File: src/rtl/c_result_writer.sv
// Write-back stage for matrix C: buffers MAC results, narrows them to memory width and
// writes them row-major from C_BASE. Define RESULT_SAT_EN to saturate instead of truncate.
module c_result_writer #(
    parameter int          N          = 8,
    parameter int          ACC_W      = 20,
    parameter int          DATA_W     = 16,
    parameter logic [7:0]  C_BASE     = 8'd128,
    parameter int          FIFO_DEPTH = 4
) (
    input  logic                     clk,
    input  logic                     reset,
    input  logic                     Start,
    input  logic                     res_valid,
    input  logic signed [ACC_W-1:0]  res_data,
    output logic                     res_ready,
    input  logic                     mem_gnt,
    output logic                     weC,
    output logic [7:0]               addrC,
    output logic [DATA_W-1:0]        dataC,
    output logic                     Busy,
    output logic                     Done,
    output logic [7:0]               count
);

    localparam int PTR_W = (FIFO_DEPTH > 1) ? $clog2(FIFO_DEPTH) : 1;
    localparam int CNT_W = 9;
    localparam logic [CNT_W-1:0] TOTAL     = CNT_W'(N * N);
    localparam logic [PTR_W:0]   OCC_FULL  = (PTR_W + 1)'(FIFO_DEPTH);

    typedef enum logic [1:0] {
        IDLE  = 2'd0,
        RUN   = 2'd1,
        DRAIN = 2'd2,
        DONE  = 2'd3
    } state_t;

    state_t                state;
    logic [DATA_W-1:0]     fifoMem [FIFO_DEPTH];
    logic [PTR_W-1:0]      wrPtr;
    logic [PTR_W-1:0]      rdPtr;
    logic [PTR_W:0]        occ;
    logic [CNT_W-1:0]      acceptCnt;
    logic [CNT_W-1:0]      wrIdx;
    logic [CNT_W-1:0]      acceptNext;
    logic [CNT_W-1:0]      wrNext;
    logic                  full;
    logic                  empty;
    logic                  push;
    logic                  pop;
    logic [DATA_W-1:0]     convP0;

    // Narrow a signed accumulator value to the memory word.
    function automatic logic [DATA_W-1:0] convertResult(input logic signed [ACC_W-1:0] v);
`ifdef RESULT_SAT_EN
        logic signed [ACC_W-1:0] maxV;
        logic signed [ACC_W-1:0] minV;
        maxV = {{(ACC_W - DATA_W + 1){1'b0}}, {(DATA_W - 1){1'b1}}};
        minV = {{(ACC_W - DATA_W + 1){1'b1}}, {(DATA_W - 1){1'b0}}};
        if (v > maxV)
            return maxV[DATA_W-1:0];
        else if (v < minV)
            return minV[DATA_W-1:0];
        else
            return v[DATA_W-1:0];
`else
        return v[DATA_W-1:0];
`endif
    endfunction

    assign full       = (occ == OCC_FULL);
    assign empty      = (occ == '0);
    assign res_ready  = (state == RUN) && !full && (acceptCnt < TOTAL);
    assign weC        = ((state == RUN) || (state == DRAIN)) && !empty;
    assign push       = res_valid && res_ready;
    assign pop        = weC && mem_gnt;
    assign acceptNext = acceptCnt + CNT_W'(push);
    assign wrNext     = wrIdx + CNT_W'(pop);

    // Stage p0: conversion happens on the way into the buffer
    assign convP0     = convertResult(res_data);

    assign addrC      = C_BASE + wrIdx[7:0];
    assign dataC      = fifoMem[rdPtr];
    assign Busy       = (state == RUN) || (state == DRAIN);
    assign Done       = (state == DONE);
    assign count      = wrIdx[7:0];

    always_ff @(posedge clk) begin
        if (reset) begin
            state     <= IDLE;
            wrPtr     <= '0;
            rdPtr     <= '0;
            occ       <= '0;
            acceptCnt <= '0;
            wrIdx     <= '0;
            for (int i = 0; i < FIFO_DEPTH; i++)
                fifoMem[i] <= '0;
        end else begin
            case (state)
                IDLE: begin
                    if (Start) begin
                        state     <= RUN;
                        wrPtr     <= '0;
                        rdPtr     <= '0;
                        occ       <= '0;
                        acceptCnt <= '0;
                        wrIdx     <= '0;
                    end
                end
                RUN, DRAIN: begin
                    if (push) begin
                        fifoMem[wrPtr] <= convP0;
                        wrPtr          <= wrPtr + PTR_W'(1);
                    end
                    if (pop)
                        rdPtr <= rdPtr + PTR_W'(1);
                    case ({push, pop})
                        2'b10:   occ <= occ + (PTR_W + 1)'(1);
                        2'b01:   occ <= occ - (PTR_W + 1)'(1);
                        default: occ <= occ;
                    endcase
                    acceptCnt <= acceptNext;
                    wrIdx     <= wrNext;
                    // Last accept and last write on the same edge skip DRAIN entirely
                    if (wrNext == TOTAL)
                        state <= DONE;
                    else if ((state == RUN) && (acceptNext == TOTAL))
                        state <= DRAIN;
                end
                DONE: begin
                    state <= IDLE;
                end
                default: begin
                    state <= IDLE;
                end
            endcase
        end
    end

endmodule

File: config.mk
export PLATFORM = sky130hd
export DESIGN_NAME = c_result_writer
export DESIGN_NICKNAME = d
export VERILOG_FILES = /design/src/rtl/c_result_writer.sv
export SDC_FILE = /design/constraint.sdc
export NUM_CORES = 1
export LEC_CHECK = 0
export BUFFER_PORTS_ARGS = -buffer_cell sky130_fd_sc_hd__buf_2
export CAP_MARGIN = 20
export CORE_MARGIN = 2
export CORE_UTILIZATION = 50
export CTS_BUF_LIST = sky130_fd_sc_hd__clkbuf_4 sky130_fd_sc_hd__clkbuf_8
export DETAILED_ROUTE_END_ITERATION = 8
export GPL_ROUTABILITY_DRIVEN = 0
export GPL_TIMING_DRIVEN = 0
export MAX_ROUTING_LAYER = met4
export PLACE_DENSITY = 0.71
export SLEW_MARGIN = 20
export SYNTH_ARGS = -nofsm -noshare
export SYNTH_HDL_FRONTEND = slang
export SYNTH_SLANG_ARGS = --single-unit
File: constraint.sdc
create_clock -name clk -period 7.8 [get_ports clk]
set_clock_uncertainty 0.2 [all_clocks]
set_input_delay 1.56 -clock clk [delete_from_list [all_inputs] [get_ports clk]]
set_output_delay 1.56 -clock clk [all_outputs]
set_load 0.03 [all_outputs]
==> results of run 1 <==
synthesized netlist by cell type (6+ instances only):
library cell / number
dfxtp_1: 29
nor3_1: 12
inv_1: 10
ha_1: 7
and3_1: 22
buf_4: 17
nand2_1: 21
nor2_1: 38
a22oi_1: 10
a21oi_1: 15
edfxtp_1: 64
mux4_2: 16
clkbuf_1: 16
and2_1: 49
o21ai_0: 14
nand3_1: 6
flip-flops by register name (all words and copies together), names as in the netlist, named ones only:
signal,flops
fifoMem,64
wrIdx,9
acceptCnt,9
occ,3
wrPtr,2
rdPtr,2
state,2
cell type report:
class | count | share of cell area, %
inverters | 10 | 0.7064
well taps | 111 | 2.614
clock buffers | 10 | 2.472
multi-input cells | 267 | 36.28
repair buffers | 55 | 5.180
flip-flops and latches | 93 | 47.09
clock inverters | 6 | 1.366
plain buffers | 39 | 4.285
stage by stage:
stage	cells	setup WS, ps	total power, W	util (%)
2_1_floorplan	409	3839	0.0006458	-
3_3_place_gp	575	3477	0.0006832	55.56
3_5_place_dp	575	3441	0.0006868	55.56
4_1_cts	591	3267	0.001009	57.78
5_1_grt	591	3145	0.001041	57.78
6_report	591	3414	0.001002	57.78
routing by layer:
metal | GRT usage, % | vias up | wire [µm]
met5 | - | - | 0
met4 | 8.524 | 0 | 187
met3 | 2.358 | 15 | 487
met2 | 35.85 | 101 | 5072
met1 | 26.40 | 1664 | 4284
li1 | - | 1636 | -
final timing paths:
kind | slack [ps] | from | depth (start not counted) | to
setup / recovery | 3410 | flip-flop | 4 | dataC[13]
hold / removal | 330 | acceptCnt[0] | 2 | acceptCnt[0]
setup reg to reg | 4050 | state[0] | 13 | state[1]
hold reg to reg | 330 | acceptCnt[0] | 2 | acceptCnt[0]
tightest hold or removal path, cell delays in order, from the launching register on:
cell     delay (ps)
dfxtp_1         350
a22oi_1          80
nor2_1           70
cell usage in the layout (no fill, tap or decap), types with 3 or more instances in the layout:
cell type	instances
ha_1	7
a41o_1	3
a21oi_1	15
a31o_2	3
o21ai_0	14
mux4_2	16
nor2_1	38
nor3_1	12
mux2i_1	3
clkinv_4	3
clkbuf_8	9
nor4_1	3
inv_1	10
dfxtp_1	29
edfxtp_1	64
or4_1	3
buf_2	55
nand3_1	6
clkbuf_1	16
and2_1	49
buf_4	17
nand2_1	21
a22oi_1	10
and3_1	22
nand4_1	3
power by group through the flow:
| stage | combinational, W | sequential (W) | clock, W |
|---|---|---|---|
| after detailed placement | 0.000127 | 0.000560 | 0 |
| final | 0.000128 | 0.000548 | 0.000326 |
| after CTS | 0.000127 | 0.000548 | 0.000334 |
| after global routing | 0.000139 | 0.000550 | 0.000352 |
| after floorplan | 0.0000883 | 0.000557 | 0 |
| after global placement | 0.000125 | 0.000559 | 0 |
cell families after synthesis:
logic type | synth area share, %
adder cells (fa/ha/maj) | 2.291
buffers and inverters | 5.649
AND/OR/NAND/NOR | 19.98
XOR/XNOR | 0.5597
multiplexers | 9.033
flip-flops | 53.29
AO/OA/AOI/OAI | 9.193
==> summary by stage, run 1 <==
Logic synthesis
The net count after synthesis is 442. The number of synthesis warnings is 0. In this run, synthesis inferred 64 flip-flops with an integrated enable. The mapped netlist covers 0.004696 mm². The number of distinct library cell variants in the gate-level netlist after synthesis is 54.

The number of instances in the synthesized netlist is 409. Sorting the synthesized cells by area gives the leading types as edfxtp_1, dfxtp_1, mux4_2. After synthesis, the share of flip-flops with an asynchronous set or reset is 0%. The dominant register cell in the synthesized netlist is edfxtp_1.

Summed over its instances, the top area cell type makes up 40.93% of the synthesized netlist area. The sequential share of the synthesized area is 53.29%. The synthesized design contains 93 register bits.

Summed over all instances, the cell type with the most area after synthesis is edfxtp_1. In this run the mean area of a mapped cell was 11.48 µm².

Power and ir drop
The power density over cell area is 188.6 mW/mm². Registers are responsible for 54.7% of the overall power. VDD sags by at most 0.08707 mV. Net switching is 26.43% of the power.

In this run the power spent charging and discharging nets is 0.0002649 W. Of the total power, combinational logic draws 12.7%. The reported leakage power is 2.161 nW.

The cell-internal power is 0.0007373 W. The share of power burned in the clock network is 32.6%.

Critical path
The worst path buffer plus inverter count is 3. At the worst endpoint, the arrival time is 2630 ps. Walking the worst path, the cells encountered are clkbuf_1 -> buf_1 -> mux4_2 -> buf_2. STA classifies the critical path startpoint as a flip-flop.

The cell family contributing the most delay on the critical path is buffers and inverters. The slowest stage of the critical path belongs to the cell buf_1. For the worst setup path, the data required time is 6040 ps. Of all nets on the critical path, the largest fanout is 10. The largest incremental delay on the critical path is 710 ps. STA classifies the critical path endpoint as an output pin.

The startpoint-to-endpoint class of the critical path is flip-flop to output pin.

STA
The total negative slack for setup checks is 0 ps. Setup violations remaining at the end of the flow were counted as 0. The number of pins with negative max-slew slack in the final report is 0. The clock period could shrink to 4386 ps. The worst slew margin relative to its limit is 42.24%. Setup repair after global routing left no endpoint under its margin.

The highest achievable clock rate is 228.0 MHz. The post-route clock period utilization is 56.23%. The slew of the pin with the lowest slew margin is 866.4 ps. The number of hold violations in the final report is 0. The hold slack is 335.0 ps.

Clocking
The clock tree buffer depth is 2. Clock tree synthesis selected as its root buffer the cell clkbuf_8. The H-tree was split into 3 levels.

After clock tree synthesis, the clock-pin slew on the worst setup and hold paths is 90 ps. The number of gates given a new drive strength after cts is 0. The clock tree from TritonCTS is yes. The number of CTS-inserted buffers is 9. The total setup buffers inserted after CTS is 0. In this run, post-CTS hold repair placed 0 buffers. The CTS sink count is 93. The clock reaches the later pin of the worst-skew pair after 350 ps.

Detailed routing
The number of nets with antenna violations after detailed routing is 0. The routed layout has 3416 vias. In the final routed layout, each cell accounts on average for 16.98 µm. The detailed-router iteration count before antenna repair is 5. For this block, the routed nets add up to 10030 µm of wire. The first routing iteration left 149 violations. The number of design rule violations left after detail routing is 0. Dividing the detail-routed via count by the number of cells gives 5.780.

Global routing
The wire length of the first global-routing pass is 16010 µm. The initial antenna violation count is 0. Global routing finished with a remaining overflow of 0. Global routing consumed, over all layers together, 21.28% of the routing resources. The number of global-route vias before repair is 3293. Entering global routing, the biggest net connects 17 pins.

Final layout
The area occupied by registers is 0.002502 mm². The area occupied by multi-input gates is 0.001928 mm². The finished layout cell area is 0.005314 mm². Of the cells placed in the final design, the portion with a size suffix greater than 1 is 24.58%.

Fill cells in the final layout number 799. The area added between synthesis and finish is 13.16%. The number of antenna diodes in the final layout is 0.

For this run, the post-layout net count is 508.

Place
The instance area after placement is 0.005110 mm². The post-detailed-placement half-perimeter wirelength is 6755 µm. The number of buffers added on ports is 55.

Run status
The run finished with clean final reports.

Floorplan
The horizontal die dimension is 100.9 µm. For this configuration, the core starts out at a cell density of 51.06%. The floorplan core area is 0.009196 mm². The initialized floorplan defines 35 standard-cell rows. The count of boundary I/O pins is 61. The floorplan step defined a die boundary enclosing 0.01018 mm². From bottom edge to top edge, the die measures 100.9 µm.

Min path
The class of the tightest hold or removal check is flip-flop to flip-flop.

Run
Across the run, the number of max-cap violations was 0.
Note: power is estimated with default switching activity, not from simulation.
==> run 2, diff against run 1 <==
PLACE_DENSITY = 0.73   (was 0.71)
clock period = 3.95 ns   (was 7.8 ns; I/O delays follow)
==> run 2 against run 1 <==
Sequential share of layout area barely moved. Sequential cell count did not move. Sequential power rose by 97%. Routed wire length fell by 2.8%. Register-to-register slack got worse by 3700 ps. Clock power rose by 100%. Combinational power rose by 95%. Total power rose by 98%. Largest power group unchanged. Critical path depth did not move. Worst hold slack improved by 1.9 ps. Utilization barely moved. Die area did not move.
==> summary by stage, run 2 (synthesized netlist as in run 1, its figures left out) <==
Place
The post-detailed-placement half-perimeter wirelength is 6619 µm (was 6755 µm). The number of placed cells counting well taps was 575 (unchanged). The number of buffers added on ports is 55 (unchanged).

STA
The number of pins with negative max-slew slack in the final report is 0 (unchanged). The worst slew margin relative to its limit came to 41.16% (was 42.24%). The time the final worst path needs with I/O delays and setup is 3643 ps. The slew of the pin with the lowest slew margin is 882.6 ps (was 866.4 ps). The hold slack is 336.8 ps (was 335.0 ps). Unrepaired setup endpoints after global routing: false (unchanged).

The total negative slack for setup checks is 0 ps (unchanged). The post-route clock period utilization is 92.22%. The setup violation total in the final timing report is 0 (unchanged). The number of hold violations in the final report is 0 (unchanged). The highest achievable clock rate is 274.5 MHz.

Global routing
The initial antenna violation count is 0 (unchanged). The number of global-route vias before repair is 3223 (was 3293). The total global routing track utilization is 20.90% (was 21.28%). The global-route congestion overflow total was 0 (unchanged). The wire length of the first global-routing pass is 15890 µm (was 16010 µm). The largest net degree at the start of global routing came to 18 (was 17).

Clocking
The clock tree from TritonCTS is yes (unchanged). The later-pin clock latency in the skew report is 370 ps (was 350 ps). The total setup buffers inserted after CTS is 0 (unchanged).

The CTS sink count came to 93 (unchanged). The clock-pin slew reported for the worst setup and hold paths after clock tree synthesis is 90 ps (about the same). The maximum level of the CTS H-tree is 3 (unchanged).

The clock root buffer master is clkbuf_8 (unchanged). The number of CTS-inserted buffers is 9 (unchanged). The clock tree buffer depth is 2 (unchanged).

Power and ir drop
The power density over cell area came to 373.9 mW/mm² (was 188.6 mW/mm²). The reported leakage power is 2.163 nW (was 2.161 nW). The maximum ir drop on the vdd rail is 0.2236 mV (was 0.08707 mV).

Final layout
The post-layout net count is 508 (unchanged). The share of layout cells above drive strength 1 is 25.00% (was 24.58%). The antenna diode count is 0 (unchanged). The non-filler instance count after layout came to 591 (unchanged). The leading cell type in the layout, fill and taps excluded is edfxtp_1 (unchanged). Biggest registers after layout: fifoMem x64, acceptCnt x9, wrIdx x9 (unchanged). The flip-flop count of the largest register, all copies and words added is 64 (unchanged). The most flop-heavy register is fifoMem (unchanged). Highest-count cells in the layout ignoring fill and taps: edfxtp_1, buf_2, and2_1 (unchanged). The area added between synthesis and finish is 13.22% (was 13.16%).

Detailed routing
The aggregate routed wire length came to 9757 µm (was 10030 µm). The total number of vias is 3385 (was 3416). The number of nets with antenna violations after detailed routing is 0 (unchanged). The detailed-router iteration count before antenna repair was 5 (unchanged).

The mean number of vias per cell is 5.728 (was 5.780). The routed length per instance is 16.51 µm (was 16.98 µm). The number of design rule violations left after detail routing is 0 (unchanged). The number of DRC markers in iteration 0 is 198 (was 149).

Floorplan
The chip height is 100.9 µm (unchanged). The count of boundary I/O pins is 61 (unchanged). The number of core rows is 35 (unchanged). The starting utilization of the core area is 51.06% (unchanged). The horizontal die dimension is 100.9 µm (unchanged). The floorplan core area was 0.009196 mm² (unchanged). The area of the die came to 0.01018 mm² (unchanged).

Critical path
The nature of the critical path endpoint is an output pin (unchanged). The worst path buffer plus inverter count is 3 (unchanged). The largest incremental delay on the critical path came to 720 ps (was 710 ps). The reg2reg setup slack is 330 ps (was 4050 ps).

The origin of the critical flop-to-flop path is state[0] (unchanged). The endpoint of the most critical register-to-register path is state[1] (unchanged). The standard cell with the maximum stage delay on the critical path is buf_1 (unchanged).

Crit-path cells: clkbuf_1 -> buf_1 -> mux4_2 -> buf_2 (unchanged). The cell family contributing the most delay on the critical path is buffers and inverters (unchanged). The startpoint-to-endpoint class of the critical path is flip-flop to output pin (unchanged). The top fanout value on the critical path is 10 (unchanged).

The critical path data required time came to 2960 ps (was 6040 ps). The data arrival at the endpoint of the critical path is 2650 ps (was 2630 ps). The number of cells traversed by the worst register-to-register path is 13 (unchanged). The launching element type of the critical path is a flip-flop (unchanged).

Min path
The class of the tightest hold or removal check is flip-flop to flip-flop (unchanged). The origin of the worst min-delay path is acceptCnt[0] (unchanged). The worst hold path stage count is 2 (unchanged). The end point of the worst hold path is acceptCnt[0] (unchanged).

Run status
Outcome: completed (unchanged).

Run
The number of max-cap violations is 0 (unchanged).
==> run 2: cell types whose count changed in the layout (fill, tap and decap cells not counted) <==
cell	before	now
a211oi_2	0	1
nand2_1	21	20
inv_4	0	2
inv_6	1	2
nand2_2	0	1
a211oi_1	2	1
clkinv_4	3	0
==> run 2: report_power, final <==
group / internal (W) / switching (W)
Clock: 0.000305 / 0.000352
Combinational: 0.0000789 / 0.000170
Sequential: 0.00107 / 0.0000110
Total: 0.00146 / 0.000532
==> run 2: worst max path at each step <==
stage | depth (start not counted) | start | end | slack [ps]
4_1_cts | 4 | flip-flop | dataC[5] | 210
6_report | 4 | flip-flop | dataC[7] | 310
3_3_place_gp | 13 | state[0] | state[1] | 290
2_1_floorplan | 12 | state[0] | state[1] | 340
3_5_place_dp | 13 | state[0] | state[1] | 260
5_1_grt | 13 | state[0] | state[1] | 20
==> run 2: timing repair <==
item / 4_1_cts / 5_1_grt
hold buffers: 0 / 0
resized for setup: 0 / 2
setup endpoints to repair: 0 / 1
==> run 2: layout make-up <==
cell class / count / area, µm²
Clock inverter: 6 / 67.56
Clock buffer: 10 / 131.4
Buffer: 39 / 227.7
Fill cell: 782 / 3880
Multi-Input combinational cell: 267 / 1936
Tap cell: 111 / 138.9
Timing Repair Buffer: 55 / 275.3
Sequential cell: 93 / 2502
Inverter: 10 / 37.54
==> run 2: through the flow <==
step           utilization [%]  area [µm²]  power [W]  setup slack (ps)
2_1_floorplan                -        4696   0.001275             337.0
3_3_place_gp             55.56        5110   0.001348             291.7
5_1_grt                  57.81        5316   0.002066             19.59
6_report                 57.81        5316   0.001988             307.3
3_5_place_dp             55.56        5110   0.001355             256.2
4_1_cts                  57.73        5309   0.001998             205.7
==> run 2: routing by layer <==
layer  vias to the layer above  routed length [µm]  global-route usage (%)
li1                       1630                   -                       -
met1                      1667                4206                   25.90
met2                        73                5026                   34.56
met3                        15                 329                   3.467
met4                         0                 195                   7.900
met5                         -                   0                       -
==> run 2: tightest hold or removal path: stages, from the launching register on <==
cell     delay [ps]
dfxtp_1         340
a22oi_1          80
nor2_1           80
